--- config.mk ---
export PLATFORM = sky130hd
export DESIGN_NAME = sfx_scheduler
export DESIGN_NICKNAME = d
export VERILOG_FILES = /design/src/rtl/sfx_scheduler.sv
export SDC_FILE = /design/constraint.sdc
export NUM_CORES = 1
export LEC_CHECK = 0
export BUFFER_PORTS_ARGS = -buffer_cell sky130_fd_sc_hd__buf_2
export CAP_MARGIN = 0
export CORE_MARGIN = 3
export CORE_UTILIZATION = 40
export DETAILED_ROUTE_END_ITERATION = 6
export PLACE_DENSITY = 0.68
export SLEW_MARGIN = 5
export SYNTH_ARGS = -nofsm -noshare
export SYNTH_HDL_FRONTEND = slang
export SYNTH_SLANG_ARGS = --single-unit
--- constraint.sdc ---
create_clock -name clk -period 8.3 [get_ports clk]
set_clock_uncertainty 0.15 [all_clocks]
set_input_delay 1.66 -clock clk [delete_from_list [all_inputs] [get_ports clk]]
set_output_delay 1.66 -clock clk [all_outputs]
set_load 0.1 [all_outputs]
--- src/rtl/sfx_scheduler.sv ---
// Sound-effect scheduler: fixed-priority arbitration of effect requests with preemption,
// one pending slot per effect, pause/flush, and note sequencing into the tone generator.
module sfx_scheduler #(
    parameter int unsigned TICK_CYCLES = 5_000_000,
    parameter int unsigned GAP_CYCLES  = 2_000_000,
    parameter logic [2:0]  VOLUME      = 3'd4,
    parameter logic [21:0] DIV_MUTE    = 22'h3FFFFF
) (
    input  logic        clk,
    input  logic        rst,
    input  logic [3:0]  req,
    input  logic        pause,
    input  logic        flush,
    output logic [21:0] note_div,
    output logic [2:0]  volume,
    output logic        busy,
    output logic [1:0]  active_id,
    output logic        done,
    output logic [1:0]  done_id
);
    typedef enum logic [1:0] {IDLE = 2'd0, PLAY = 2'd1, GAP = 2'd2} state_t;

    localparam logic [22:0] TICK_LAST = 23'(TICK_CYCLES - 1);
    localparam logic [22:0] GAP_LAST  = 23'(GAP_CYCLES - 1);

    state_t      state;
    logic [3:0]  pend;
    logic [22:0] cyc;
    logic [4:0]  unit_cnt;
    logic        step;

    logic [3:0]  eff;
    logic [1:0]  grant_id;
    logic [1:0]  restart_id;
    logic        preempt;
    logic        tick_end;
    logic        unit_end;
    logic        gap_end;

    // IDs: 0 BEEP, 1 GO, 2 P1_CP, 3 P2_CP
    function automatic logic [21:0] step_div(input logic [1:0] id, input logic s);
        case ({id, s})
            3'b000, 3'b001: step_div = 22'd113_636;
            3'b010, 3'b011: step_div = 22'd56_818;
            3'b100:         step_div = 22'd170_068;
            3'b101:         step_div = 22'd113_636;
            3'b110:         step_div = 22'd190_840;
            3'b111:         step_div = 22'd127_551;
            default:        step_div = DIV_MUTE;
        endcase
    endfunction

    function automatic logic [4:0] step_units(input logic [1:0] id);
        case (id)
            2'd0:    step_units = 5'd3;
            2'd1:    step_units = 5'd20;
            default: step_units = 5'd10;
        endcase
    endfunction

    // Single-step effects (BEEP, GO) end after step 0.
    function automatic logic is_last_step(input logic [1:0] id, input logic s);
        is_last_step = (id[1] == 1'b0) ? 1'b1 : s;
    endfunction

    // IDs that outrank the given one (GO > BEEP > P1_CP > P2_CP).
    function automatic logic [3:0] higher_mask(input logic [1:0] id);
        case (id)
            2'd1:    higher_mask = 4'b0000;
            2'd0:    higher_mask = 4'b0010;
            2'd2:    higher_mask = 4'b0011;
            2'd3:    higher_mask = 4'b0111;
            default: higher_mask = 4'b0000;
        endcase
    endfunction

    function automatic logic [1:0] pick_id(input logic [3:0] e);
        if (e[1])      pick_id = 2'd1;
        else if (e[0]) pick_id = 2'd0;
        else if (e[2]) pick_id = 2'd2;
        else           pick_id = 2'd3;
    endfunction

    function automatic logic [3:0] id_mask(input logic [1:0] id);
        id_mask = 4'b0001 << id;
    endfunction

    // Arbitration and terminal-count decode
    always_comb begin
        eff        = pend | req;
        grant_id   = pick_id(eff);
        preempt    = |(eff & higher_mask(active_id));
        restart_id = preempt ? grant_id : active_id;
        tick_end   = (cyc == TICK_LAST);
        unit_end   = (unit_cnt == (step_units(active_id) - 5'd1));
        gap_end    = (cyc == GAP_LAST);
    end

    // Scheduler FSM with registered outputs
    always_ff @(posedge clk or posedge rst) begin
        if (rst) begin
            state     <= IDLE;
            pend      <= 4'b0000;
            cyc       <= 23'd0;
            unit_cnt  <= 5'd0;
            step      <= 1'b0;
            note_div  <= DIV_MUTE;
            volume    <= 3'd0;
            busy      <= 1'b0;
            active_id <= 2'd0;
            done      <= 1'b0;
            done_id   <= 2'd0;
        end else if (flush) begin
            state    <= IDLE;
            pend     <= 4'b0000;
            cyc      <= 23'd0;
            unit_cnt <= 5'd0;
            step     <= 1'b0;
            note_div <= DIV_MUTE;
            volume   <= 3'd0;
            busy     <= 1'b0;
            done     <= 1'b0;
        end else if (pause) begin
            pend     <= eff;
            note_div <= DIV_MUTE;
            volume   <= 3'd0;
            done     <= 1'b0;
        end else begin
            done <= 1'b0;
            case (state)
                IDLE: begin
                    if (|eff) begin
                        pend      <= eff & ~id_mask(grant_id);
                        active_id <= grant_id;
                        state     <= PLAY;
                        cyc       <= 23'd0;
                        unit_cnt  <= 5'd0;
                        step      <= 1'b0;
                        note_div  <= step_div(grant_id, 1'b0);
                        volume    <= VOLUME;
                        busy      <= 1'b1;
                    end else begin
                        pend     <= eff;
                        note_div <= DIV_MUTE;
                        volume   <= 3'd0;
                        busy     <= 1'b0;
                    end
                end
                PLAY: begin
                    busy <= 1'b1;
                    if (preempt || req[active_id]) begin
                        pend      <= eff & ~id_mask(restart_id);
                        active_id <= restart_id;
                        cyc       <= 23'd0;
                        unit_cnt  <= 5'd0;
                        step      <= 1'b0;
                        note_div  <= step_div(restart_id, 1'b0);
                        volume    <= VOLUME;
                    end else begin
                        pend     <= eff;
                        note_div <= step_div(active_id, step);
                        volume   <= VOLUME;
                        if (tick_end) begin
                            cyc <= 23'd0;
                            if (unit_end) begin
                                unit_cnt <= 5'd0;
                                if (is_last_step(active_id, step)) begin
                                    step     <= 1'b0;
                                    done     <= 1'b1;
                                    done_id  <= active_id;
                                    state    <= GAP;
                                    note_div <= DIV_MUTE;
                                    volume   <= 3'd0;
                                end else begin
                                    step     <= 1'b1;
                                    note_div <= step_div(active_id, 1'b1);
                                end
                            end else begin
                                unit_cnt <= unit_cnt + 5'd1;
                            end
                        end else begin
                            cyc <= cyc + 23'd1;
                        end
                    end
                end
                GAP: begin
                    pend     <= eff;
                    note_div <= DIV_MUTE;
                    volume   <= 3'd0;
                    if (gap_end) begin
                        cyc   <= 23'd0;
                        state <= IDLE;
                        busy  <= 1'b0;
                    end else begin
                        cyc  <= cyc + 23'd1;
                        busy <= 1'b1;
                    end
                end
                default: begin
                    state    <= IDLE;
                    cyc      <= 23'd0;
                    unit_cnt <= 5'd0;
                    step     <= 1'b0;
                    note_div <= DIV_MUTE;
                    volume   <= 3'd0;
                    busy     <= 1'b0;
                end
            endcase
        end
    end
endmodule

; ---- Word-level counts from Yosys, hierarchy flattened
; Memories as Yosys holds them, arrays and structs flattened.
; Index checks and enable logic that the tools add are counted.
[totals]
reg_bits = 66
latchBits = 0
mem_bits_rw = 0
rom_bits = 136
in_bits = 8
memories = 1
[classes]
n_addsub = 3
n_mul = 0
div_mod_pow = 0
n_lt_le_gt_ge = 1
eq_ne = 26
shift = 2
muxes = 79
bitwise = 9
reduce_logical = 16
[mem_list]
columns = memory, words, width, rd, rd_clocked_by_memory_dff, write_ports, line
row1 = (no name shown), 8, 17, 1, 0, 0, 42  ; case ({id, s})
[op_table]
columns = cell, n
row1 = 22-bit case mux with 4 select lines, 2
row2 = 22-bit 2-to-1 mux, 7
row3 = 23-bit 2-to-1 mux, 6
row4 = 23-bit case mux with 3 select lines, 1
row5 = 22-bit case mux with 3 select lines, 1
row6 = 22-bit case mux with 2 select lines, 1
row7 = 5-bit 2-to-1 mux, 6
row8 = 2-bit 2-to-1 mux, 13
row9 = 23-bit by 1-bit adder with 23-bit output (second input constant), 1
row10 = 23-bit by 21-bit equality test with 1-bit output (second input constant), 1
row11 = 23-bit equality test (second input constant), 1
row12 = 1-bit 2-to-1 mux, 21
row13 = 3-bit 2-to-1 mux, 7
row14 = 3-bit != test (second input constant), 6
row15 = 4-bit 2-to-1 mux, 4
row16 = 4-bit case mux with 4 select lines, 1
row17 = 5-bit case mux with 3 select lines, 1
row18 = 2-bit equality test (second input constant), 7
row19 = 7-bit AND reduction, 2
row20 = 4-bit bitwise AND, 3
row21 = 4-bit case mux with 3 select lines, 1
row22 = 5-bit case mux with 2 select lines, 1
row23 = 5-bit AND reduction, 2
row24 = 2-bit by 1-bit equality test with 1-bit output (second input constant), 4
row25 = 24 further kinds, 36

; ---- Depth between registers and ports, before layout
; Gate-level depths: netlist (run 1).
[logic_depth]
depth_word = 12
depth_mapped = 10
depth_no_buf = 9

; ---- Least setup slack after synthesis (run 1)
; No wires, ideal clock.
[synth_timing]
kind = in2reg
startpoint = input port req[0]
endpoint = register cyc[14]
arrival_ns = 3.842
required_time_ns = 8.071
setup_slack_ns = 4.229
path_stages = 9
n_path_buf = 3
cell_sequence = clkbuf_1 mux4_2 nor4_2 nand2_1 o22ai_1 buf_2 buf_2 nand4_1 mux2i_1
[synth_between]
elab_chain_cells = 8
[synth_lines]
columns = element, line
row1 = from (decl), 11  ; input logic [3:0] req,
row2 = 4-bit OR, 90  ; eff = pend | req;
row3 = 4-bit bitwise AND, 92  ; preempt = |(eff & higher_mask(active_id));
row4 = 4-bit OR reduction, 92
row5 = 1-bit logical OR, 151  ; if (preempt || req[active_id]) begin
row6 = 23-bit 2-to-1 mux, 151
row7 = 23-bit case mux with 3 select lines, 130  ; case (state)
row8 = 23-bit 2-to-1 mux, 123  ; end else if (pause) begin
row9 = 23-bit 2-to-1 mux, 113  ; end else if (flush) begin
row10 = to (signal assigned), 182  ; cyc <= cyc + 23'd1;
row11 = to (signal assigned), 195  ; cyc <= cyc + 23'd1;
row12 = to (decl), 28  ; logic [22:0] cyc;
; Parallel ways exist; a longest one is shown, timed or not. The select of a mux whose other input is x is not followed.
; A chain may end at the register's enable or synchronous reset.

; ---- Worst setup path in the final report (run 1)
[layout_timing]
startpoint = input port req[2]
endpoint = register cyc[8]
; The elaborated chain is that of the path after synthesis.

==> parameters.txt, run 1 <==
Parameter                              Value

Detailed routing
  Number of vias in the routed layout    3,421
  Detailed-route wire length per cell    17.0 microns
  Post-detailed-route count of antenna-violating nets    0
  Length of the first detailed-routing pass in iterations    5
  Total Routed Length    9.49 mm
  Drt via density    6.12
  Post-detailed-route DRC marker count    0
  Initial detailed-routing violation count    276

Synthesis
  Distinct cell type count of the synthesized netlist    72
  Share of flip-flops with an asynchronous set or reset    100%
  Count of flip-flops with a built-in enable after synthesis    0
  Post-Synthesis Cell Area    0.00375 sq mm
  Leading register cell type out of synthesis    sky130_fd_sc_hd__dfrtp_1
  Sequential share of the synthesized area    39.2%
  Count of warnings emitted by yosys    0
  Synthesis-stage register bit count    58
  Mean cell area of the mapped netlist    8.89 sq um
  Number of cells produced by synthesis    422

Power
  Clk network pwr share    26.5%
  Power Internal    552 uW
  Worst IR Drop VDD    0.000116 V
  Combinational power share    39.7%
  Net switching power    463 uW
  Cell Pwr Density    243 mW/mm^2
  Reported leakage power    1.73 nW
  Switching portion of total power    45.6%
  Sequential cell fraction of total power    33.7%

STA
  Unrepaired setup endpoints after global routing    false
  Number of failing hold endpoints at the final stage    0
  Pins over their slew limit    0
  Final cycle utilization of the critical path    46.5%
  Highest clock rate    259 MHz
  Time the worst path needs with I/O delays and setup    3.86 ns
  Slew of the pin with the lowest slew margin    0.924 ns
  Endpoints failing setup    0
  Accumulated negative setup slack    0 ns
  Worst slew slack as a fraction of its limit    38.0%

Clocking
  Clock Sink Count    58
  Clock root buffer master    sky130_fd_sc_hd__clkbuf_8
  Maximum clock insertion buffer count    2
  Maximum level of the CTS H-tree    3
  Count of cells resized by post-cts repair    0
  Clock insertion delay at the later pin of the skew report    0.36 ns
  Number of CTS-inserted buffers    9
  Number of buffers inserted by hold repair at cts    0
  CTS tree    built
  Clock-pin transition on the worst setup and hold timing paths    0.06 ns
  Setup bufs post-CTS    0

Setup path
  Critical path peak fanout    24
  Kind of end point of the critical path    flip-flop
  Arrival time at the worst endpoint    3.99 ns
  Critical Path Start Type    primary input
  Class of the most critical setup path    in -> reg
  Critical path data required time    8.44 ns

Global route
  Wire length of the first global-routing pass    15.5 mm
  Global routing usage summed across all routing layers    18.8%
  Number of antenna violations at the first check in global routing    0
  Pin count of the biggest net entering global routing    59
  Vias in the first global route    3,075
  Global route total overflow    0

Placed design
  IO buf count    35
  Placed cells    543
  Routability-driven placement congestion ratio    0.935
  Placed cell areas    0.00397 sq mm
  Hpwl dp    6.63 mm

Floorplanning
  Top Ports    39
  Horiz. Die Dim    103 microns
  Core area    0.00893 sq mm
  Vertical die dimension    103 microns
  Die area    0.0106 sq mm
  Initial core utilization    42.0%
  Std cell rows    34

Final layout
  Count of non-filler cells in the finished layout    559
  Number of antenna cells inserted    0
  Signed area change from the synthesized netlist to the final layout    11.1%
  Number of nets in the final layout    473
  Proportion of layout cells with a drive suffix above 1    18.8%
  Cell area after layout    0.00417 sq mm
  Fill cells    852

Job
  Number of max-cap violations    0

Worst hold path
  Path class of the lowest-slack min-delay path    reg -> reg

Outcome
  Outcome    finished, final reports clean
[cells in the mapped netlist, types with 7 or more instances]
master	number	area share (%)
sky130_fd_sc_hd__clkbuf_1	15	1.5
sky130_fd_sc_hd__nand3_1	27	3.6
sky130_fd_sc_hd__nand2_1	34	3.4
sky130_fd_sc_hd__a21oi_1	30	4.0
sky130_fd_sc_hd__dfrtp_1	42	28
sky130_fd_sc_hd__o21ai_0	23	3.1
sky130_fd_sc_hd__nand4_1	9	1.5
sky130_fd_sc_hd__buf_4	8	1.6
sky130_fd_sc_hd__ha_1	19	6.3
sky130_fd_sc_hd__mux2i_1	7	1.9
sky130_fd_sc_hd__dfstp_2	16	11
sky130_fd_sc_hd__nor2_1	38	3.8
sky130_fd_sc_hd__inv_1	18	1.8
[critical path, stage by stage]
cell and delay (ns):
sky130_fd_sc_hd__buf_2 0.13, sky130_fd_sc_hd__mux4_2 0.50, sky130_fd_sc_hd__nor4_2 0.29, sky130_fd_sc_hd__buf_4 0.25
sky130_fd_sc_hd__nand2_1 0.16, sky130_fd_sc_hd__o22ai_1 0.18, sky130_fd_sc_hd__buf_4 0.28, sky130_fd_sc_hd__and2_0 0.34
sky130_fd_sc_hd__a221o_1 0.21
[power groups by stage]
stage / Clock, mW / Combinational, mW / Sequential [mW]
3_3_place_gp: 0 / 0.395 / 0.347
2_1_floorplan: 0 / 0.227 / 0.444
5_1_grt: 0.287 / 0.434 / 0.347
4_1_cts: 0.274 / 0.399 / 0.342
6_report: 0.269 / 0.403 / 0.342
3_5_place_dp: 0 / 0.396 / 0.347
[final timing paths]
| check | to | from | slack (ns) | cells past startpoint |
|---|---|---|---|---|
| setup / recovery | cyc[8] | req[2] | 4.44 | 9 |
| hold / removal | done_id[1] | done_id[1] | 0.37 | 1 |
| setup reg to reg | cyc[8] | cyc[12] | 4.90 | 7 |
| hold reg to reg | done_id[1] | done_id[1] | 0.37 | 1 |
| max in group asynchronous | done_id[1] | rst | 6.16 | 3 |
| min in group asynchronous | cyc[3] | rst | 1.35 | 3 |
[per-stage QoR]
step | hold slack (ns) | utilization (%) | power [mW] | worst slack, ns
2_1_floorplan | 0.316 | - | 0.671 | 4.23
3_3_place_gp | 0.339 | 44.4 | 0.742 | 4.19
3_5_place_dp | 0.359 | 44.4 | 0.744 | 4.14
4_1_cts | 0.369 | 46.7 | 1.01 | 4.48
5_1_grt | 0.388 | 46.7 | 1.07 | 4.36
6_report | 0.366 | 46.7 | 1.01 | 4.44
[cells by family (layout without fill, tap and decap cells)]
group           after synthesis  after routing  share of synthesized area, %
buf+inv                      47             75                          5.84
mux                          11             11                          3.37
flops                        58             58                          39.2
compound gates              119            119                          21.2
other cells                   2              3                         0.200
xor+xnor                      8              8                          1.87
simple gates                158            158                          22.0
fa+ha+maj                    19             19                          6.34
[routing by layer]
layer  track usage (%)  up-vias  wire length [microns]
met5                 0        -                      0
met4              7.27        0                    221
met3              4.13       17                    628
met2              29.9      150                   4490
met1              25.2     1648                   4150
li1                  -     1606                      -
[state kept, by name (all words and copies together), names as in the netlist]
register / flops
cyc: 23
busy: 1
step: 1
done: 1
unit_cnt: 5
pend: 4
done_id: 2
state: 2
note_div: 16
volume: 1
active_id: 2
[layout make-up]
cell class	instances	area [sq um]	area share, %
Timing Repair Buffer	41	220	5.28
Inverter	18	67.6	1.62
Clock inverter	6	65.1	1.56
Sequential cell	58	1470	35.3
Multi-Input combinational cell	318	2070	49.7
Clock buffer	10	138	3.30
Tap cell	108	135	3.24
[cells in the final DEF, fill, tap and decap left out, types with 4 or more instances in the layout]
cell / instances
sky130_fd_sc_hd__a21o_1: 6
sky130_fd_sc_hd__nor2_1: 38
sky130_fd_sc_hd__o311ai_0: 4
sky130_fd_sc_hd__buf_2: 35
sky130_fd_sc_hd__dfstp_2: 16
sky130_fd_sc_hd__nor3_1: 6
sky130_fd_sc_hd__o31ai_1: 6
sky130_fd_sc_hd__nor4_1: 6
sky130_fd_sc_hd__nand2b_1: 4
sky130_fd_sc_hd__buf_4: 6
sky130_fd_sc_hd__dfrtp_1: 42
sky130_fd_sc_hd__clkbuf_8: 10
sky130_fd_sc_hd__nand2_1: 34
sky130_fd_sc_hd__nand4_1: 9
sky130_fd_sc_hd__xor2_1: 6
sky130_fd_sc_hd__mux2i_1: 7
sky130_fd_sc_hd__inv_1: 17
sky130_fd_sc_hd__a211oi_1: 6
sky130_fd_sc_hd__or4_1: 4
sky130_fd_sc_hd__a31oi_1: 6
sky130_fd_sc_hd__a221o_1: 4
sky130_fd_sc_hd__and3_1: 6
sky130_fd_sc_hd__a21oi_1: 30
sky130_fd_sc_hd__nand3_1: 27
sky130_fd_sc_hd__o21ai_0: 23
sky130_fd_sc_hd__ha_1: 19
(Power assumes the default switching activity.)
==> run 2, diff against run 1 <==
--- a/config.mk
+++ b/config.mk
@@ -5,12 +5,13 @@
 export SDC_FILE = /design/constraint.sdc
 export NUM_CORES = 1
 export LEC_CHECK = 0
+export ABC_AREA = 1
 export BUFFER_PORTS_ARGS = -buffer_cell sky130_fd_sc_hd__buf_2
 export CAP_MARGIN = 0
 export CORE_MARGIN = 3
 export CORE_UTILIZATION = 40
 export DETAILED_ROUTE_END_ITERATION = 6
-export PLACE_DENSITY = 0.68
+export PLACE_DENSITY = 0.69
 export SLEW_MARGIN = 5
 export SYNTH_ARGS = -nofsm -noshare
 export SYNTH_HDL_FRONTEND = slang
==> constraint.sdc (replaced) <==
create_clock -name clk -period 3.2 [get_ports clk]
set_clock_uncertainty 0.15 [all_clocks]
set_input_delay 0.64 -clock clk [delete_from_list [all_inputs] [get_ports clk]]
set_output_delay 0.64 -clock clk [all_outputs]
set_load 0.1 [all_outputs]
==> run 2 against run 1 <==
Combinational power rose to 4.1 times the previous value. Critical path type is now reg -> reg. Final area grew 17%. Synthesized area up 17%. Die area increased by 16%. Count of clock-buffer cells in the layout is the same. Sequential cell count is the same. Routed wire length rose by 29%.
==> parameters.txt, run 2 <==
Parameter                              Value

Final layout
  Largest reg by FF count    cyc (unchanged)
  Signed area change from the synthesized netlist to the final layout    10.9% (was 11.1%)
  Number of antenna cells inserted    0 (unchanged)
  Most frequent standard cell in the layout excluding fill and tap cells    sky130_fd_sc_hd__nand2_1 (was sky130_fd_sc_hd__dfrtp_1)
  Fill cells    1,064 (was 852)
  Most used cells in the layout excluding fill and tap cells    sky130_fd_sc_hd__nand2_1, sky130_fd_sc_hd__inv_1, sky130_fd_sc_hd__nand3_1, sky130_fd_sc_hd__nor2_1, sky130_fd_sc_hd__dfrtp_1 (was sky130_fd_sc_hd__dfrtp_1, sky130_fd_sc_hd__nor2_1, sky130_fd_sc_hd__buf_2, sky130_fd_sc_hd__nand2_1, sky130_fd_sc_hd__a21oi_1)
  Number of nets in the final layout    710 (was 473)
  Proportion of layout cells with a drive suffix above 1    16.0% (was 18.8%)
  Flip-flop count of the largest register after layout    23 (unchanged)
  Cell area after layout    0.00487 sq mm (was 0.00417 sq mm)
  Registers with the highest flip-flop counts    cyc x23, note_div x16, unit_cnt x5 (unchanged)

Synthesis
  Largest family of logic cells by synthesized area    simple AND/OR/NAND/NOR gates (unchanged)
  Leading register cell type out of synthesis    sky130_fd_sc_hd__dfrtp_1 (unchanged)
  Largest cells by area after synthesis    sky130_fd_sc_hd__dfrtp_1, sky130_fd_sc_hd__nand2_1, sky130_fd_sc_hd__dfstp_2 (was sky130_fd_sc_hd__dfrtp_1, sky130_fd_sc_hd__dfstp_2, sky130_fd_sc_hd__ha_1)
  Xor-xnor portion of the synthesized cell area    1.20% (was 1.87%)
  Share of the synthesized area in compound gates (AO/OA/AOI/OAI)    8.49% (was 21.2%)
  Mean cell area of the mapped netlist    6.75 sq um (was 8.89 sq um)
  Largest area contributor in the synthesized netlist    sky130_fd_sc_hd__dfrtp_1 (unchanged)
  Count of warnings emitted by yosys    0 (unchanged)
  Distinct cell type count of the synthesized netlist    39 (was 72)
  Share of flip-flops with an asynchronous set or reset    100% (unchanged)
  Simple-gate share of the synthesized area    40.1% (was 22.0%)
  Number of cells produced by synthesis    651 (was 422)
  Area share of the largest cell type after synthesis    23.9% (was 28.0%)
  Count of flip-flops with a built-in enable after synthesis    0 (unchanged)
  Sequential share of the synthesized area    33.5% (was 39.2%)
  Post-Synthesis Cell Area    0.00439 sq mm (was 0.00375 sq mm)
  Share of cell area taken by muxes after synthesis    0% (was 3.37%)
  Adder-cell share of the synthesized area    5.41% (was 6.34%)
  Synth cell count leaders    sky130_fd_sc_hd__nand2_1, sky130_fd_sc_hd__inv_1, sky130_fd_sc_hd__nand3_1, sky130_fd_sc_hd__nor2_1, sky130_fd_sc_hd__dfrtp_1 (was sky130_fd_sc_hd__dfrtp_1, sky130_fd_sc_hd__nor2_1, sky130_fd_sc_hd__nand2_1, sky130_fd_sc_hd__a21oi_1, sky130_fd_sc_hd__nand3_1)
  Most used standard cell by instance count after synthesis    sky130_fd_sc_hd__nand2_1 (was sky130_fd_sc_hd__dfrtp_1)
  Synthesis-stage register bit count    58 (unchanged)

Setup path
  Capturing instance or port of the critical path    note_div[17] (was cyc[8])
  Critical Path Start Type    flip-flop (was primary input)
  Launch instance of the worst register-to-register path    active_id[1] (was cyc[12])
  Beginning of the critical path    active_id[1] (was req[2])
  Kind of end point of the critical path    flip-flop (unchanged)
  Worst flop-to-flop path endpoint    note_div[17] (was cyc[8])
  Worst setup slack for register-to-register paths    0.45 ns (was 4.90 ns)
  Arrival time at the worst endpoint    2.89 ns (was 3.99 ns)
  Class of the most critical setup path    reg -> reg (was in -> reg)
  Critical path data required time    3.34 ns (was 8.44 ns)
  Critical path peak fanout    9 (was 24)
  Number of cells traversed by the worst register-to-register path    12 (was 7)

Clocking
  Setup bufs post-CTS    0 (unchanged)
  CTS tree    built (unchanged)
  Count of cells resized by post-cts repair    0 (unchanged)
  Number of buffers inserted by hold repair at cts    0 (unchanged)
  Clock-pin transition on the worst setup and hold timing paths    0.07 ns (was 0.06 ns)
  Clock root buffer master    sky130_fd_sc_hd__clkbuf_8 (unchanged)
  Maximum clock insertion buffer count    2 (unchanged)
  Maximum level of the CTS H-tree    3 (unchanged)
  Clock insertion delay at the later pin of the skew report    0.36 ns (about the same)
  Clock Sink Count    58 (unchanged)
  Number of CTS-inserted buffers    9 (unchanged)

Placed design
  Routability-driven placement congestion ratio    0.956 (was 0.935)
  Placed cell areas    0.00465 sq mm (was 0.00397 sq mm)
  Hpwl dp    9.26 mm (was 6.63 mm)
  IO buf count    35 (unchanged)

STA
  Final cycle utilization of the critical path    86.0%
  Worst slew slack as a fraction of its limit    60.1% (was 38.0%)
  Highest clock rate    364 MHz
  Slew of the pin with the lowest slew margin    0.593 ns (was 0.924 ns)
  Number of failing hold endpoints at the final stage    0 (unchanged)
  Accumulated negative setup slack    0 ns (unchanged)
  Time the worst path needs with I/O delays and setup    2.75 ns
  Endpoints failing setup    0 (unchanged)
  Unrepaired setup endpoints after global routing    false (unchanged)
  Pins over their slew limit    0 (unchanged)

Floorplanning
  Die area    0.0123 sq mm (was 0.0106 sq mm)
  Horiz. Die Dim    111 microns (was 103 microns)
  Std cell rows    37 (was 34)
  Initial core utilization    41.8% (was 42.0%)
  Top Ports    39 (unchanged)
  Vertical die dimension    111 microns (was 103 microns)
  Core area    0.0105 sq mm (was 0.00893 sq mm)

Job
  Number of max-cap violations    0 (unchanged)

Detailed routing
  Drt via density    5.29 (was 6.12)
  Length of the first detailed-routing pass in iterations    5 (unchanged)
  Initial detailed-routing violation count    350 (was 276)
  Post-detailed-route DRC marker count    0 (unchanged)
  Number of vias in the routed layout    4,359 (was 3,421)
  Post-detailed-route count of antenna-violating nets    0 (unchanged)
  Detailed-route wire length per cell    14.8 microns (was 17.0 microns)
  Total Routed Length    12.2 mm (was 9.49 mm)

Power
  Worst IR Drop VDD    0.000620 V (was 0.000116 V)
  Reported leakage power    2.37 nW (was 1.73 nW)
  Cell Pwr Density    684 mW/mm^2 (was 243 mW/mm^2)

Worst hold path
  Path class of the lowest-slack min-delay path    in -> async (was reg -> reg)

Outcome
  Outcome    finished, final reports clean (unchanged)

Global route
  Vias in the first global route    4,014 (was 3,075)
  Number of antenna violations at the first check in global routing    0 (unchanged)
  Global route total overflow    0 (unchanged)
  Pin count of the biggest net entering global routing    28 (was 59)
  Global routing usage summed across all routing layers    20.4% (was 18.8%)
  Wire length of the first global-routing pass    20.5 mm (was 15.5 mm)
==> run 2: cell count changes after synthesis, moves of 8 or more <==
| cell | before | now |
|---|---|---|
| sky130_fd_sc_hd__a21oi_1 | 30 | 20 |
| sky130_fd_sc_hd__nor3_1 | 6 | 15 |
| sky130_fd_sc_hd__nand3_1 | 27 | 77 |
| sky130_fd_sc_hd__inv_1 | 18 | 84 |
| sky130_fd_sc_hd__clkbuf_1 | 15 | 7 |
| sky130_fd_sc_hd__nor2_1 | 38 | 76 |
| sky130_fd_sc_hd__nor2_2 | 0 | 9 |
| sky130_fd_sc_hd__nand2_1 | 34 | 172 |
==> run 2: area by class of cell <==
class | instances | area, sq um | share of cell area (%)
Timing Repair Buffer | 43 | 235 | 4.83
Sequential cell | 58 | 1470 | 30.2
Multi-Input combinational cell | 481 | 2440 | 50.0
Clock inverter | 6 | 80.1 | 1.64
Tap cell | 136 | 170 | 3.50
Inverter | 90 | 338 | 6.94
Clock buffer | 10 | 138 | 2.83
==> run 2: cells by family after synthesis <==
kind of cell / count (synthesis)
AO/OA/AOI/OAI: 67
XOR/XNOR: 6
adder cells (fa/ha/maj): 19
buffers and inverters: 113
flip-flops: 58
other: 2
AND/OR/NAND/NOR: 386
==> run 2: power breakdown <==
part / total [mW] / switching, mW / leakage [nW] / internal, mW
clock network: 0.765 / 0.312 / 0.116 / 0.454
logic: 1.66 / 1.31 / 1.51 / 0.346
registers: 0.905 / 0.0693 / 0.745 / 0.835
==> run 2: layer usage <==
layer	share of wire (%)	global-route usage (%)
met1	49	30.0
met2	43	29.7
met3	5.9	3.93
met4	1.7	7.14
met5	0	0
==> run 2: critical path, stage by stage (launching register included) <==
cell and delay (ns):
sky130_fd_sc_hd__dfrtp_1 0.53, sky130_fd_sc_hd__nand2_1 0.20, sky130_fd_sc_hd__inv_1 0.07, sky130_fd_sc_hd__nand2_1 0.12, sky130_fd_sc_hd__nand3_4 0.12, sky130_fd_sc_hd__o21ai_0 0.51
sky130_fd_sc_hd__inv_1 0.24, sky130_fd_sc_hd__ha_1 0.26, sky130_fd_sc_hd__inv_1 0.06, sky130_fd_sc_hd__nand2_1 0.09, sky130_fd_sc_hd__o21ai_0 0.17, sky130_fd_sc_hd__nand2_1 0.08
sky130_fd_sc_hd__nand3_1 0.08
==> run 2: how the worst min path moves through the flow <==
stage          depth (start not counted)           to        start
6_report                               2       cyc[8]          rst
2_1_floorplan                          2  unit_cnt[4]  unit_cnt[4]
5_1_grt                                2       cyc[8]          rst
3_5_place_dp                           2   done_id[0]   done_id[0]
4_1_cts                                2       cyc[8]          rst
3_3_place_gp                           2   done_id[0]   done_id[0]
==> run 2: metrics by stage <==
step	hold WS, ns	worst slack, ns	utilization (%)	std cells	total power, mW
2_1_floorplan	0.325	0.274	-	652	2.22
3_3_place_gp	0.320	0.195	44.3	808	2.56
3_5_place_dp	0.329	0.186	44.3	808	2.55
4_1_cts	0.115	0.443	46.3	824	3.33
5_1_grt	0.132	0.0879	46.3	824	3.53
6_report	0.113	0.449	46.3	824	3.33
==> run 3, diff against run 2 <==
--- a/config.mk
+++ b/config.mk
@@ -11,7 +11,7 @@
 export CORE_MARGIN = 3
 export CORE_UTILIZATION = 40
 export DETAILED_ROUTE_END_ITERATION = 6
-export PLACE_DENSITY = 0.69
+export PLACE_DENSITY_LB_ADDON = 0.3
 export SLEW_MARGIN = 5
 export SYNTH_ARGS = -nofsm -noshare
 export SYNTH_HDL_FRONTEND = slang
==> run 3 against run 2 <==
Clock power increased by 7.6%. Final cell count decreased by 0.12%. Die area unchanged. Non-clock buffer count decreased by 1. Setup slack got worse by 0.024 ns. First-iteration DRC count decreased by 12%. Sequential cell count unchanged. Routed wire length decreased by 0.89%. Sequential share of layout area decreased by 0.077 points. Critical endpoint unchanged. Largest power group unchanged.
==> parameters.txt, run 3 (same netlist as run 2, synthesis figures left out) <==
Parameter                              Value

Outcome
  Outcome    finished, final reports clean (unchanged)

Detailed routing
  Post-detailed-route DRC marker count    0 (unchanged)
  Post-detailed-route count of antenna-violating nets    0 (unchanged)
  Number of vias in the routed layout    4,350 (was 4,359)
  Length of the first detailed-routing pass in iterations    5 (unchanged)
  Drt via density    5.29 (about the same)
  Initial detailed-routing violation count    307 (was 350)
  Total Routed Length    12.1 mm (was 12.2 mm)
  Detailed-route wire length per cell    14.7 microns (was 14.8 microns)

STA
  Final cycle utilization of the critical path    86.7% (was 86.0%)
  Worst slew slack as a fraction of its limit    64.1% (was 60.1%)
  Highest clock rate    360 MHz (was 364 MHz)
  Unrepaired setup endpoints after global routing    false (unchanged)
  Pins over their slew limit    0 (unchanged)
  Slew of the pin with the lowest slew margin    0.533 ns (was 0.593 ns)
  Endpoints failing setup    0 (unchanged)
  Fin Hold WS    0.189 ns (was 0.113 ns)
  Number of failing hold endpoints at the final stage    0 (unchanged)
  Accumulated negative setup slack    0 ns (unchanged)
  Time the worst path needs with I/O delays and setup    2.77 ns (was 2.75 ns)
  Post-layout worst setup margin    0.426 ns (was 0.449 ns)

Final layout
  Largest reg by FF count    cyc (unchanged)
  Most used cells in the layout excluding fill and tap cells    sky130_fd_sc_hd__nand2_1, sky130_fd_sc_hd__inv_1, sky130_fd_sc_hd__nand3_1, sky130_fd_sc_hd__nor2_1, sky130_fd_sc_hd__dfrtp_1 (unchanged)
  Cell area after layout    0.00488 sq mm (was 0.00487 sq mm)
  Signed area change from the synthesized netlist to the final layout    11.1% (was 10.9%)
  Number of antenna cells inserted    0 (unchanged)
  Number of nets in the final layout    709 (was 710)
  Proportion of layout cells with a drive suffix above 1    15.9% (was 16.0%)
  Flip-flop count of the largest register after layout    23 (unchanged)
  Most frequent standard cell in the layout excluding fill and tap cells    sky130_fd_sc_hd__nand2_1 (unchanged)
  Registers with the highest flip-flop counts    cyc x23, note_div x16, unit_cnt x5 (unchanged)

Floorplanning
  Std cell rows    37 (unchanged)
  Core area    0.0105 sq mm (unchanged)
  Vertical die dimension    111 microns (unchanged)
  Top Ports    39 (unchanged)
  Die area    0.0123 sq mm (unchanged)
  Horiz. Die Dim    111 microns (unchanged)
  Initial core utilization    41.8% (unchanged)

Clocking
  Clock insertion delay at the later pin of the skew report    0.36 ns (about the same)
  Number of buffers inserted by hold repair at cts    0 (unchanged)
  Clock root buffer master    sky130_fd_sc_hd__clkbuf_8 (unchanged)
  Clock-pin transition on the worst setup and hold timing paths    0.07 ns (about the same)
  Maximum level of the CTS H-tree    3 (unchanged)
  CTS tree    built (unchanged)
  Clock Sink Count    58 (unchanged)
  Setup bufs post-CTS    0 (unchanged)
  Maximum clock insertion buffer count    2 (unchanged)
  Number of CTS-inserted buffers    9 (unchanged)
  Count of cells resized by post-cts repair    0 (unchanged)

Setup path
  Critical path data required time    3.35 ns (was 3.34 ns)
  Arrival time at the worst endpoint    2.93 ns (was 2.89 ns)
  Class of the most critical setup path    reg -> reg (unchanged)
  Number of cells traversed by the worst register-to-register path    11 (was 12)
  Worst flop-to-flop path endpoint    note_div[17] (unchanged)
  Kind of end point of the critical path    flip-flop (unchanged)
  Critical Path Start Type    flip-flop (unchanged)
  Launch instance of the worst register-to-register path    active_id[0] (was active_id[1])
  Worst setup slack for register-to-register paths    0.43 ns (was 0.45 ns)
  Critical path peak fanout    10 (was 9)

Worst hold path
  Path class of the lowest-slack min-delay path    in -> async (unchanged)

Placed design
  Dpl ws    0.308 ns (was 0.186 ns)
  Placed cell areas    0.00464 sq mm (was 0.00465 sq mm)
  Routability-driven placement congestion ratio    0.971 (was 0.956)
  IO buf count    35 (unchanged)
  Hpwl dp    9.09 mm (was 9.26 mm)

Global route
  Global routing usage summed across all routing layers    20.3% (was 20.4%)
  Global route total overflow    0 (unchanged)
  Number of antenna violations at the first check in global routing    0 (unchanged)
  Wire length of the first global-routing pass    20.5 mm (unchanged)
  Vias in the first global route    4,197 (was 4,014)
  Pin count of the biggest net entering global routing    33 (was 28)

Job
  Number of max-cap violations    0 (unchanged)

Power
  Reported leakage power    2.37 nW (about the same)
  Cell Pwr Density    689 mW/mm^2 (was 684 mW/mm^2)
  Total design power    3.36 mW (was 3.33 mW)
  Worst IR Drop VDD    0.000503 V (was 0.000620 V)
-- run 3: final cells by class --
type	instances	area, sq um
clock inverter	4	72.6
sequential	58	1470
timing repair buffer	42	228
fill	1083	5630
tap	136	170
inverter	90	338
multi-input combinational	481	2440
clock buffer	12	165
-- run 3: routing by layer --
| metal | GRT usage (%) | wire, microns |
|---|---|---|
| met2 | 29.2 | 5080 |
| met3 | 3.71 | 742 |
| met5 | 0 | 0 |
| met1 | 29.7 | 5970 |
| met4 | 8.78 | 304 |
-- run 3: how the worst max path moves through the flow --
stage / startpoint / to / cells past startpoint / slack (ns)
after global placement: req[0] / note_div[17] / 11 / 0.29
final: active_id[0] / note_div[17] / 11 / 0.43
after CTS: active_id[0] / note_div[17] / 11 / 0.45
after floorplan: active_id[0] / note_div[17] / 11 / 0.27
after global routing: active_id[0] / note_div[17] / 11 / 0.22
after detailed placement: req[0] / note_div[17] / 11 / 0.31
-- run 3: worst max-delay path: stages (launching register included) --
cell and delay, ns:
sky130_fd_sc_hd__dfrtp_1 0.62, sky130_fd_sc_hd__nand2_1 0.21, sky130_fd_sc_hd__nand2_1 0.18, sky130_fd_sc_hd__nand3_4 0.13, sky130_fd_sc_hd__o21ai_0 0.48, sky130_fd_sc_hd__inv_1 0.23
sky130_fd_sc_hd__ha_1 0.25, sky130_fd_sc_hd__inv_1 0.06, sky130_fd_sc_hd__nand2_1 0.08, sky130_fd_sc_hd__o21ai_0 0.19, sky130_fd_sc_hd__nand2_1 0.07, sky130_fd_sc_hd__nand3_1 0.07
-- run 3: where the power goes --
| part | switching (mW) | internal, mW |
|---|---|---|
| combinational | 1.29 | 0.343 |
| sequential | 0.0739 | 0.835 |
| clock | 0.322 | 0.501 |
-- run 3: through the flow --
| stage | utilization (%) | cells |
|---|---|---|
| after detailed placement | 44.2 | 807 |
| after global placement | 44.2 | 807 |
| after global routing | 46.4 | 823 |
| after floorplan | - | 652 |
| final | 46.4 | 823 |
| after CTS | 46.4 | 823 |
